==> config.mk <==
export PLATFORM = sky130hd
export DESIGN_NAME = demux1to8_deser
export DESIGN_NICKNAME = d
export VERILOG_FILES = /design/src/rtl/demux1to8_deser.sv
export SDC_FILE = /design/constraint.sdc
export NUM_CORES = 1
export LEC_CHECK = 0
export CORE_ASPECT_RATIO = 0.8
export CORE_MARGIN = 2
export CORE_UTILIZATION = 49
export CTS_CLUSTER_SIZE = 16
export DETAILED_ROUTE_END_ITERATION = 8
export PLACE_DENSITY = 0.8
export SLEW_MARGIN = 20
export SYNTH_ARGS = -nofsm -noshare
export SYNTH_HDL_FRONTEND = slang
export SYNTH_SLANG_ARGS = --single-unit
==> constraint.sdc <==
create_clock -name clk -period 2.1 [get_ports clk]
set_input_delay 0.525 -clock clk [delete_from_list [all_inputs] [get_ports clk]]
set_output_delay 0.525 -clock clk [all_outputs]
set_load 0.01 [all_outputs]
==> src/rtl/demux1to8_deser.sv <==
// demux1to8_deser: serial-to-parallel frame assembler with valid/ready output and overrun flag
module demux1to8_deser #(
    parameter int N     = 8,
    parameter int SEL_W = 3
) (
    input  logic             clk,
    input  logic             rst,
    input  logic             din,
    input  logic             din_valid,
    input  logic             sof,
    output logic [SEL_W-1:0] sel,
    output logic [N-1:0]     y,
    output logic             y_valid,
    input  logic             y_ready,
    output logic             busy,
    output logic             overrun,
    input  logic             clr_ovr
);
    typedef enum logic {IDLE, COLLECT} state_t;
    state_t           state, state_n;
    logic [N-1:0]     asm_r, asm_n;
    logic [SEL_W-1:0] idx;
    logic             last, free;
    // slot steering, completed-frame view and output-slot availability
    always_comb begin
        idx        = sof ? '0 : sel;
        asm_n      = sof ? '0 : asm_r;
        asm_n[idx] = din;
        last       = din_valid && idx == SEL_W'(N - 1);
        free       = !y_valid || y_ready;
    end
    // assembly register and slot counter advance on every accepted bit
    always_ff @(posedge clk or posedge rst) begin
        if (rst) begin
            asm_r <= '0;
            sel   <= '0;
        end else if (din_valid) begin
            asm_r <= asm_n;
            sel   <= idx + 1'b1;
        end
    end
    // output slot, handshake and sticky overrun (set beats clear)
    always_ff @(posedge clk or posedge rst) begin
        if (rst) begin
            y       <= '0;
            y_valid <= 1'b0;
            overrun <= 1'b0;
        end else begin
            y       <= last && free ? asm_n : y;
            y_valid <= last && free ? 1'b1 : y_ready ? 1'b0 : y_valid;
            overrun <= last && !free ? 1'b1 : clr_ovr ? 1'b0 : overrun;
        end
    end
    // state register
    always_ff @(posedge clk or posedge rst) begin
        if (rst) state <= IDLE;
        else     state <= state_n;
    end
    // next state: a completing bit ends the frame, any other accepted bit collects
    always_comb begin
        state_n = din_valid ? (last ? IDLE : COLLECT) : state;
    end
    // outputs decoded from state
    always_comb begin
        busy = state == COLLECT;
    end
endmodule

Yosys cells after proc, flatten, opt, wreduce, memory -nomap -nowiden:

Index checks and enable logic that the tools add are counted.

* flip-flop bits (word level): 22
* input port bits: 7
* output and inout port bits: 14
* logic and storage cells: 29

* add/sub/neg operators: 1
* magnitude comparators: 2
* eq/ne operators: 1
* mux-type cells: 10
* reductions and logical operators: 9

Operator list (count)
* bitwise mux 8 bit: 1
* two-way mux 8 bit: 1
* two-way mux 1 bit: 6
* logical AND 1 bit: 4
* < comparator 3 x 4 -> 1 bit (second input constant): 1
* nonzero test 2 bit: 2
* adder 3 x 1 -> 3 bit (second input constant): 1
* demux 1 bit (select 3 bit): 1
* equality test 3 bit (second input constant): 1
* >= comparator 3 x 1 -> 1 bit (second input constant): 1
* two-way mux 3 bit: 1
* zero test 1 bit: 2
* logical OR 1 bit: 1

Logic depth before layout (Yosys ltp):

Gate-level depths: netlist (run 1).

* depth in word-level cells: 6
* depth in mapped cells: 8
* mapped depth without buffers: 6

Least setup slack after synthesis (run 1):

OpenSTA, ideal clock, no wires.

* path type: register to register
* start point: reg sel[0]
* end point: reg y[1]
* library setup time: 78 ps
* arrival: 1754 ps
* setup slack: 268 ps
* stages on the path, launching flop included: 9
* clock period less this slack: 1832 ps
* cells stage by stage: dfrtp_1 > buf_2 > nor2b_1 > ha_1 > ha_1 > nand2_2 > or3b_1 > buf_2 > o2bb2ai_1

* cells in the longest elaborated chain, start to end: 6
* elaborated cells on any way between the ends: 10
* classes of those cells: order compare (2); eq/ne (1); mux (4); reduce/logical (3)

Ends and longest elaborated chain
* start: declaration: line 11 `output logic [SEL_W-1:0] sel,`
* start signal: assignment: line 39 `sel <= idx + 1'b1;`
* two-way mux 3 bit *: line 26 `idx = sof ? '0 : sel;`
* < comparator 3 x 4 -> 1 bit (not written as such) or >= comparator 3 x 1 -> 1 bit (tied branches): line 28 `asm_n[idx] = din;`
* logical AND 1 bit (not written as such): line 28
* two-way mux 1 bit (not written as such): line 28
* demux 1 bit (select 3 bit): line 28
* bitwise mux 8 bit: line 28
* end signal: assignment: line 49 `y <= last && free ? asm_n : y;`
* end: declaration: line 12 `output logic [N-1:0] y,`

Every way passes the cells marked *; elsewhere a longest branch is shown, timed or not.
A chain may end at the register's enable or synchronous reset.

Worst setup path in the final report (run 1):

* start point: reg sel[2]
* end point: out sel[2]

No word-level cell between the ends.

==> metrics.md, run 1 <==
| Metric | Value |
|---|---|
| Yosys reg bits | 22 |
| # rows | 14 |
| Data arrival time of the worst path | 1490 ps |
| Post-synthesis cell type count | 25 |
| HPWL after detailed placement | 1440 um |
| Vias per cell | 5.50 |
| Met2 Routed Length | 920 um |
| Area after DPL | 1300 um^2 |
| Sequential cell area | 551 um^2 |
| CP bufs+invs | 1 |
| Clock share of power | 0.210 |
| Met3 wire len | 108 um |
| Mapped Area | 1040 um^2 |
| Vias in the first global route | 786 |
| Initial antenna violation count | 0 |
| Status | complete, no violations |
| Setup Buffers After CTS | 0 |
| Worst Tran Pin Value | 361 ps |
| Int Pwr | 0.644 mW |
| Biggest cell delay along the critical path | 610 ps |
| Top Layer Used | met4 |
| Starting Density | 0.535 |
| Via count | 775 |
| Final Hold Viols | 0 |
| Sequential area share after synthesis | 0.529 |
| RSZ-0062 raised after global routing | no |
| Routed WL per cell | 14.6 um |
| Max-slew violation count | 0 |
| First-pass GRT wire length | 3610 um |
| Hold crit path type | reg -> reg |
| Root buffer cell | clkbuf_4 |
| Longest Clk Path Bufs | 2 |
| Final Instance Area | 1330 um^2 |
| Layout Area Growth over Synthesis | 27.3% |
| CP Class | reg -> out |
| Port Buf Inserts | 20 |
| ANT cells | 0 |
| Setup Viol. Count Final | 0 |
| Critical path's slowest cell | clkdlybuf4s50_1 |
| WHS | 502 ps |
| Clock slew at reported path FFs | 120 ps |
| CTS tree | built |
| Power, Total | 0.893 mW |
| I/O pin count | 21 |
| Avg Cell Area, Syn | 11.2 um^2 |
| Post-synth net total | 102 |
| WL final | 2060 um |
| Sw Ratio | 0.279 |
| Largest delay share family, worst path | buffers and inverters |
| Routed metal-1 wirelength | 1020 um |
| Combinational power share | 0.249 |
| Period utilization | 0.958 |
| Max Clk Rate | 497 MHz |
| Post-detailed-route count of antenna-violating nets | 0 |
| Gpl congestion | 0.797 |
| Crit Path Max Fanout | 11 |
| Cts hold-fix bufs | 0 |
| Initial DRC Count | 7 |
| Worst-path cell chain | clkdlybuf4s50_1 |
| Clock sink count | 22 |
| CP startpoint kind | register |
| Pwr/cell area | 674 nW/um^2 |
| CTS H-tree lvls | 1 |
| Die H | 45.2 um |
| Die width | 55.5 um |
| Setup Skew | 7.07 ps |
| MaxCap Viol Count | 0 |
| Largest net degree at the start of global routing | 23 |
| First drt pass iteration count | 6 |
| # DRC | 0 |
| Critical path data required time | 1570 ps |
| Share of post-route cells with drive strength above 1 | 0.154 |
| Slew HR | 0.759 |
| Yosys warning count | 0 |
| Sum Neg Setup Slack | 0 ps |
| Min Tclk post-route | 2010 ps |
| GR Overflow Total | 0 |
| Max VDD drop | 0.515 mV |
| Sw power | 0.249 mW |
| Crit path capture type | output port |
| Multi-input logic area | 413 um^2 |
| Placeable Area | 1940 um^2 |
| GRT Overall Usage | 0.192 |
| CTS Buf Count | 3 |
| Pleak | 0.591 nW |
| Post-CTS resize count | 0 |
| Sequential share of power | 0.541 |
| Worst skew pair latency | 300 ps |
| Nets | 128 |
| Gate Count Post-Synth | 93 |
| Die area | 2510 um^2 |
| Filler cells | 140 |
through the flow:
step,setup slack [ps],utilization,instances
after floorplan,268,-,93
after global placement,-175,0.669,138
after detailed placement,-245,0.669,138
after CTS,53.6,0.680,141
after global routing,22.5,0.681,141
final,88.4,0.681,141
per-layer routing:
layer,vias up,GRT usage
met5,-,0
met1,376,0.257
met3,2,0.0630
met2,20,0.317
li1,377,-
met4,0,0.0293
state kept, by name, indices dropped and copies added, names as in the netlist:
register  flops
y             8
asm_r         8
y_valid       1
overrun       1
sel           3
busy          1
cell families after synthesis:
logic type / share of synthesized area
buf+inv: 0.0769
compound gates: 0.141
simple gates: 0.120
fa+ha+maj: 0.0240
flops: 0.529
mux: 0.109
synth_stat cells:
cell,instances,share of area
dfrtp_1,22,0.53
inv_1,11,0.040
mux2i_1,8,0.077
o22ai_1,8,0.048
o2bb2ai_1,7,0.059
buf_2,4,0.019
clkbuf_1,3,0.011
mux2_2,3,0.032
nand2b_1,3,0.018
nand3b_1,3,0.022
nor2b_1,3,0.018
nor3b_1,3,0.022
ha_1,2,0.024
nand3_1,2,0.0096
a21oi_1,1,0.0048
a2bb2oi_1,1,0.0084
buf_4,1,0.0072
nand2_1,1,0.0036
nand2_2,1,0.0060
nor2_1,1,0.0036
nor3_2,1,0.0096
o2111ai_1,1,0.0084
o21a_1,1,0.0072
o21ai_0,1,0.0048
or3b_1,1,0.0084
worst paths after layout:
check                        from       end  slack [ps]  depth (start not counted)
max                        sel[2]    sel[2]          90                          1
min                          y[1]      y[1]         500                          1
max reg2reg                sel[2]      y[2]         420                          5
min reg2reg                  y[1]      y[1]         500                          1
max in group asynchronous     rst  asm_r[1]        1340                          3
min in group asynchronous     rst      y[4]         540                          3
power by group through the flow:
stage,clock network [mW],registers [mW],logic [mW]
4_1_cts,0.191,0.483,0.224
3_3_place_gp,0,0.490,0.220
6_report,0.187,0.483,0.223
2_1_floorplan,0,0.489,0.142
3_5_place_dp,0,0.492,0.223
5_1_grt,0.214,0.490,0.246
layout make-up:
| cell class | count | area share |
|---|---|---|
| clock buffers | 3 | 0.0170 |
| inverters | 11 | 0.0312 |
| multi-input cells | 52 | 0.312 |
| flip-flops and latches | 22 | 0.415 |
| well taps | 24 | 0.0227 |
| repair buffers | 29 | 0.202 |
layout by cell type, fill, tap and decap left out, drive strengths merged:
cell           count
o22ai              8
o2111ai            1
or3b               1
a2bb2oi            1
nor3               1
o21ai              1
nor3b              3
nand2              2
nor2b              3
nor2               1
a21oi              1
clkbuf             3
mux2i              8
nand3b             3
nand3              2
dfrtp             22
mux2               3
nand2b             3
o2bb2ai            7
o21a               1
inv               11
clkdlybuf4s50     20
buf                9
ha                 2
Note: power is estimated with default switching activity, not from simulation.
==> inputs of run 2 (changes only) <==
--- a/config.mk
+++ b/config.mk
@@ -5,11 +5,13 @@
 export SDC_FILE = /design/constraint.sdc
 export NUM_CORES = 1
 export LEC_CHECK = 0
+export CAP_MARGIN = 20
 export CORE_ASPECT_RATIO = 0.8
 export CORE_MARGIN = 2
 export CORE_UTILIZATION = 49
 export CTS_CLUSTER_SIZE = 16
 export DETAILED_ROUTE_END_ITERATION = 8
+export GPL_ROUTABILITY_DRIVEN = 0
 export PLACE_DENSITY = 0.8
 export SLEW_MARGIN = 20
 export SYNTH_ARGS = -nofsm -noshare
==> results of run 2 <==
No change in the layout: final DEF, timing and power equal those of run 1.
